--- config.mk ---
export PLATFORM = sky130hd
export DESIGN_NAME = park_transform_flat
export DESIGN_NICKNAME = d
export VERILOG_FILES = /design/src/rtl/park_transform_if.sv /design/src/rtl/park_transform.sv /design/src/flat_wrapper.sv
export SDC_FILE = /design/constraint.sdc
export NUM_CORES = 1
export LEC_CHECK = 0
export BUFFER_PORTS_ARGS = -buffer_cell sky130_fd_sc_hd__buf_4
export CAP_MARGIN = 15
export CORE_ASPECT_RATIO = 1.2
export CORE_MARGIN = 2
export CORE_UTILIZATION = 39
export DETAILED_ROUTE_END_ITERATION = 8
export GPL_TIMING_DRIVEN = 0
export SYNTH_ARGS = -nofsm -noshare
export SYNTH_HDL_FRONTEND = slang
export SYNTH_SLANG_ARGS = --single-unit
--- constraint.sdc ---
create_clock -name clk -period 11.7 [get_ports clk]
set_clock_uncertainty 0.05 [all_clocks]
set_input_delay 1.755 -clock clk [delete_from_list [all_inputs] [get_ports clk]]
set_output_delay 1.755 -clock clk [all_outputs]
set_load 0.02 [all_outputs]
--- src/rtl/park_transform_if.sv ---
// Sample/result bus of the Park transform stage: a valid/ready sample input
// (alpha/beta currents plus sin/cos of the electrical angle) and a one-cycle
// strobed d/q result output.
interface park_transform_if #(
   parameter int DW   = 16,
   parameter int SC_W = 16
);
   logic                   in_valid;
   logic                   in_ready;
   logic signed [DW-1:0]   i_alpha;
   logic signed [DW-1:0]   i_beta;
   logic signed [SC_W-1:0] sin;
   logic signed [SC_W-1:0] cos;
   logic                   out_valid;
   logic signed [DW-1:0]   i_d;
   logic signed [DW-1:0]   i_q;

   // Upstream side: supplies samples, consumes results.
   modport master (
      output in_valid, i_alpha, i_beta, sin, cos,
      input  in_ready, out_valid, i_d, i_q
   );

   // Transform side.
   modport slave (
      input  in_valid, i_alpha, i_beta, sin, cos,
      output in_ready, out_valid, i_d, i_q
   );
endinterface

--- src/rtl/park_transform.sv ---
// Park transform: i_d = a*cos + b*sin, i_q = b*cos - a*sin.
// A single signed multiplier is shared across four product states; results
// are rounded half-up from Q(SC_W-1), saturated to DW bits and registered.
module park_transform #(
   parameter int DW   = 16,
   parameter int SC_W = 16
) (
   input  logic           clk,
   input  logic           rst,
   park_transform_if.slave bus
);
   localparam int PW = DW + SC_W;
   localparam int AW = PW + 1;

   localparam logic signed [AW-1:0] RND     = {{(AW-SC_W+1){1'b0}}, 1'b1, {(SC_W-2){1'b0}}};
   localparam logic signed [AW-1:0] SAT_MAX = {{(AW-DW+1){1'b0}}, {(DW-1){1'b1}}};
   localparam logic signed [AW-1:0] SAT_MIN = {{(AW-DW+1){1'b1}}, {(DW-1){1'b0}}};

   typedef enum logic [2:0] {IDLE, P0, P1, P2, P3} state_t;

   state_t state, state_nxt;

   logic signed [DW-1:0]   a_r, b_r;
   logic signed [SC_W-1:0] sin_r, cos_r;
   logic signed [AW-1:0]   acc_d, acc_q;
   logic signed [AW-1:0]   prod_ext, acc_q_fin;
   logic signed [DW-1:0]   mul_x;
   logic signed [SC_W-1:0] mul_y;
   logic signed [PW-1:0]   prod;
   logic signed [DW-1:0]   d_sat, q_sat;
   logic signed [DW-1:0]   id_r, iq_r;
   logic                   ov_r;
   logic                   accept;

   function automatic logic signed [DW-1:0] scale_sat(input logic signed [AW-1:0] acc);
      logic signed [AW-1:0] r;
      r = (acc + RND) >>> (SC_W-1);
      if (r > SAT_MAX)
         r = SAT_MAX;
      else if (r < SAT_MIN)
         r = SAT_MIN;
      return r[DW-1:0];
   endfunction

   assign bus.in_ready  = (state == IDLE);
   assign bus.out_valid = ov_r;
   assign bus.i_d       = id_r;
   assign bus.i_q       = iq_r;
   assign accept        = bus.in_valid && (state == IDLE);

   // Next-state decode: fixed 4-product walk after each accept.
   always_comb begin
      state_nxt = state;
      case (state)
         IDLE:    if (accept) state_nxt = P0;
         P0:      state_nxt = P1;
         P1:      state_nxt = P2;
         P2:      state_nxt = P3;
         P3:      state_nxt = IDLE;
         default: state_nxt = IDLE;
      endcase
   end

   // Shared multiplier operand select and final-step rounding/saturation.
   always_comb begin
      mul_x = a_r;
      mul_y = cos_r;
      case (state)
         P1:      begin mul_x = b_r; mul_y = sin_r; end
         P2:      begin mul_x = b_r; mul_y = cos_r; end
         P3:      begin mul_x = a_r; mul_y = sin_r; end
         default: begin mul_x = a_r; mul_y = cos_r; end
      endcase
      prod      = mul_x * mul_y;
      prod_ext  = AW'(prod);
      acc_q_fin = acc_q - prod_ext;
      d_sat     = scale_sat(acc_d);
      q_sat     = scale_sat(acc_q_fin);
   end

   // State register.
   always_ff @(posedge clk or posedge rst) begin
      if (rst)
         state <= IDLE;
      else
         state <= state_nxt;
   end

   // Operand latch, accumulation and registered result/strobe.
   always_ff @(posedge clk or posedge rst) begin
      if (rst) begin
         a_r   <= '0;
         b_r   <= '0;
         sin_r <= '0;
         cos_r <= '0;
         acc_d <= '0;
         acc_q <= '0;
         id_r  <= '0;
         iq_r  <= '0;
         ov_r  <= 1'b0;
      end else begin
         ov_r <= 1'b0;
         case (state)
            IDLE: begin
               if (accept) begin
                  a_r   <= bus.i_alpha;
                  b_r   <= bus.i_beta;
                  sin_r <= bus.sin;
                  cos_r <= bus.cos;
                  acc_d <= '0;
                  acc_q <= '0;
               end
            end
            P0, P1: acc_d <= acc_d + prod_ext;
            P2:     acc_q <= acc_q + prod_ext;
            P3: begin
               acc_q <= acc_q_fin;
               id_r  <= d_sat;
               iq_r  <= q_sat;
               ov_r  <= 1'b1;
            end
            default: ;
         endcase
      end
   end
endmodule

--- src/flat_wrapper.sv ---
// flat-port wrapper written by rule: the top's interface ports become plain ports
module park_transform_flat 
#(
   parameter int DW   = 16,
   parameter int SC_W = 16
)
  (clk, rst, bus_in_valid, bus_i_alpha, bus_i_beta, bus_sin, bus_cos, bus_in_ready, bus_out_valid, bus_i_d, bus_i_q);
  park_transform_if #(.DW(DW), .SC_W(SC_W)) bus_i ();
  input  logic clk;
  input  logic rst;
  input wire logic [$bits(bus_i.in_valid)-1:0] bus_in_valid;
  input wire logic [$bits(bus_i.i_alpha)-1:0] bus_i_alpha;
  input wire logic [$bits(bus_i.i_beta)-1:0] bus_i_beta;
  input wire logic [$bits(bus_i.sin)-1:0] bus_sin;
  input wire logic [$bits(bus_i.cos)-1:0] bus_cos;
  output wire logic [$bits(bus_i.in_ready)-1:0] bus_in_ready;
  output wire logic [$bits(bus_i.out_valid)-1:0] bus_out_valid;
  output wire logic [$bits(bus_i.i_d)-1:0] bus_i_d;
  output wire logic [$bits(bus_i.i_q)-1:0] bus_i_q;
  assign bus_i.in_valid = bus_in_valid;
  assign bus_i.i_alpha = bus_i_alpha;
  assign bus_i.i_beta = bus_i_beta;
  assign bus_i.sin = bus_sin;
  assign bus_i.cos = bus_cos;
  assign bus_in_ready = bus_i.in_ready;
  assign bus_out_valid = bus_i.out_valid;
  assign bus_i_d = bus_i.i_d;
  assign bus_i_q = bus_i.i_q;
  park_transform #(.DW(DW), .SC_W(SC_W)) u_core (.clk(clk), .rst(rst), .bus(bus_i));
endmodule
==> summary.txt <==
Worst setup path
  – Crit Path Class: register to register
  – Startpoint types: register
  – CP required: 12,030 ps
  – Worst Path Arrival: 11,490 ps
  – Crit path max fanout: 10
  – Slowest CP cell: mux2i_1
  – Worst setup EP type: register
  – Slowest stage delay, CP: 630 ps

Clocking
  – Worst-Skew Late Latency: 510 ps
  – CTS root buffer: clkbuf_16
  – Clk buf depth: 2
  – CTS tree: built
  – CTS H-tree depth: 4
  – Clock transition at path regs: 70 ps
  – CTS Hold Bufs: 0
  – Clock buffer count from CTS: 17
  – Clk sink count: 166

Yosys
  – Main combinational cell family by area after synthesis: adder cells
  – Post-synth ARST share: 100%
  – Synth Area in Adders: 34.0%
  – Number of enable flip-flop cells after synthesis: 0
  – Compound-Gate Fraction of Synth Area: 14.6%
  – Synth Area in XOR/XNOR: 4.79%
  – Post-synthesis mux area share: 6.28%
  – Syn Nets: 2,981
  – Flops & latches, synth: 166
  – Synth unique cells: 88
  – Cell area after synthesis: 22,200 um2
  – Syn. warnings: 0
  – Mean Syn Cell Area: 9.01 um2
  – Simple-gate share of the synthesized area: 13.7%
  – Sequential area share after synthesis: 18.7%
  – Mapped Cells: 2,468
  – Most used DFF post-synth: dfrtp_1

Flow run
  – MaxCap Viol Count: 0

Route
  – Via count: 18,100
  – Drt via density: 5.40
  – Antenna Nets Post-Route: 0
  – DRC viols: 0
  – Initial DRC Count: 1,067
  – Avg WL per Cell: 20.0 um
  – Drt total wl: 67,000 um
  – DR pass1 iterations: 5

Finish
  – Share of cells above drive strength 1: 13.6%
  – Commonest non-fill, non-tap cell in the layout: inv_1
  – Area delta synth->final: 13.3%
  – Fillers: 5,450
  – Commonest non-fill, non-tap cells in the layout: inv_1, fa_1, nor2_1, nand2_1, ha_1
  – Final #Nets: 3,124
  – Post-layout util: 44.8%
  – Final Non-Filler Cells: 3,352

Global routing
  – Vias in the first global route: 19,400
  – First-pass GRT wire length: 108,000 um
  – Initial antenna violation count: 0
  – Largest net degree at the start of global routing: 109
  – Total track usage: 23.8%
  – GR Overflow Total: 0

Placed design
  – Global placer's final weighted congestion: 0.938
  – Post-DP HPWL: 54,700 um
  – Input/output buffers: 100
  – Dpl cells: 3,302

Floorplanning
  – Initial Util: 39.6%
  – Core ar.: 56,200 um2
  – Die area: 59,000 um2
  – Width of the die: 222 um
  – Row count: 95
  – Die height: 266 um
  – IO Pins: 101

STA
  – Slew at the pin closest to its max-slew limit: 992 ps
  – Fmax: 89.6 MHz
  – TNS Setup: 0 ps
  – Final setup viols: 0
  – Slew margin rel.: 33.9%
  – Fin. Hold Viols: 0
  – Final Cycle Share: 95.3%
  – Max Slew Vio Count: 0
  – Min Tclk post-route: 11,150 ps

Status
  – Outcome: finished, final reports clean

Hold path
  – Worst hold path type: register to register
-- flip-flops by register name, summed over array words and instances (netlist names) --
signal                count
u_core.acc_q             33
u_core.state              3
u_core.bus.i_q           16
u_core.acc_d             33
u_core.a_r               16
u_core.b_r               16
u_core.sin_r             16
u_core.bus.out_valid      1
u_core.bus.i_d           16
u_core.cos_r             16
-- worst max-delay path: cells and delay by family (launching register included) --
kind	cells	cell delay, ps
XOR/XNOR	2	600
buffers and inverters	9	1340
AO/OA/AOI/OAI	10	2130
multiplexers	2	880
flip-flops	1	330
adder cells (fa/ha/maj)	8	3520
AND/OR/NAND/NOR	10	2150
-- Yosys cell counts (36+ instances only) --
library cell | count | area, um2
mux2i_1 | 36 | 360
xor2_1 | 37 | 324
nand2_1 | 204 | 766
xnor2_1 | 80 | 701
nor3_1 | 44 | 220
nor2_1 | 241 | 905
dfrtp_1 | 166 | 4150
nand3_1 | 46 | 230
fa_1 | 265 | 5310
inv_1 | 380 | 1430
clkbuf_1 | 67 | 251
mux2_2 | 92 | 1040
a21oi_1 | 127 | 636
ha_1 | 181 | 2260
a21o_1 | 36 | 270
o21ai_0 | 86 | 430
-- timing repair --
| item | CTS | global route |
|---|---|---|
| gates cloned | 0 | 0 |
| setup buffers | 5 | 16 |
| resized for setup | 57 | 27 |
| endpoints found under the setup margin | 28 | 19 |
| pin swaps | 1 | 5 |
-- per-layer routing --
| metal | track usage [%] | vias up | wire (um) |
|---|---|---|---|
| met5 | 0 | - | 0 |
| met4 | 10.2 | 0 | 2900 |
| met3 | 4.13 | 128 | 3070 |
| met2 | 41.7 | 438 | 33400 |
| met1 | 28.7 | 9016 | 27700 |
| li1 | - | 8526 | - |
-- kinds of logic (layout without fill, tap and decap cells) --
family,count (synthesis),after routing
buffers and inverters,466,622
other,0,1
DFF,166,166
xor gates and xnor gates,119,119
adders and majority gates,446,446
and+or+nand+nor,669,669
muxes,128,128
AOI/OAI and AO/OA,474,474
-- final cells by class --
class / count / area [um2] / area share, %
diodes: 1 / 2.50 / 0.00993
plain buffers: 77 / 344 / 1.37
clock buffers: 17 / 425 / 1.69
clock inverters: 15 / 160 / 0.636
inverters: 384 / 1450 / 5.76
multi-input cells: 1836 / 16700 / 66.4
flip-flops and latches: 166 / 4150 / 16.5
well taps: 727 / 910 / 3.61
repair buffers: 129 / 1020 / 4.04
-- path summary, 6_finish.rpt --
kind / to / from / depth (start not counted) / slack (ps)
min in group asynchronous: u_core.b_r[3] / rst / 2 / 1210
worst min-delay path: u_core.acc_d[6] / u_core.acc_d[6] / 2 / 450
max in group asynchronous: u_core.bus.i_q[3] / rst / 3 / 9420
worst max register to register: u_core.bus.i_q[0] / u_core.state[2] / 41 / 550
worst min register to register: u_core.acc_d[6] / u_core.acc_d[6] / 2 / 450
worst max-delay path: u_core.bus.i_q[0] / u_core.state[2] / 41 / 550
-- through the flow --
step | area (um2) | worst slack (ps) | hold WS, ps
5_1_grt | 25200 | -65.0 | 470
3_3_place_gp | 23900 | -2200 | 420
4_1_cts | 24900 | 1.95 | 450
6_report | 25200 | 545 | 448
2_1_floorplan | 22200 | 1420 | 406
3_5_place_dp | 24000 | -1850 | 422
Power is not shown: default switching activity piles up to over one toggle a cycle in this logic, so the estimate is an artifact.
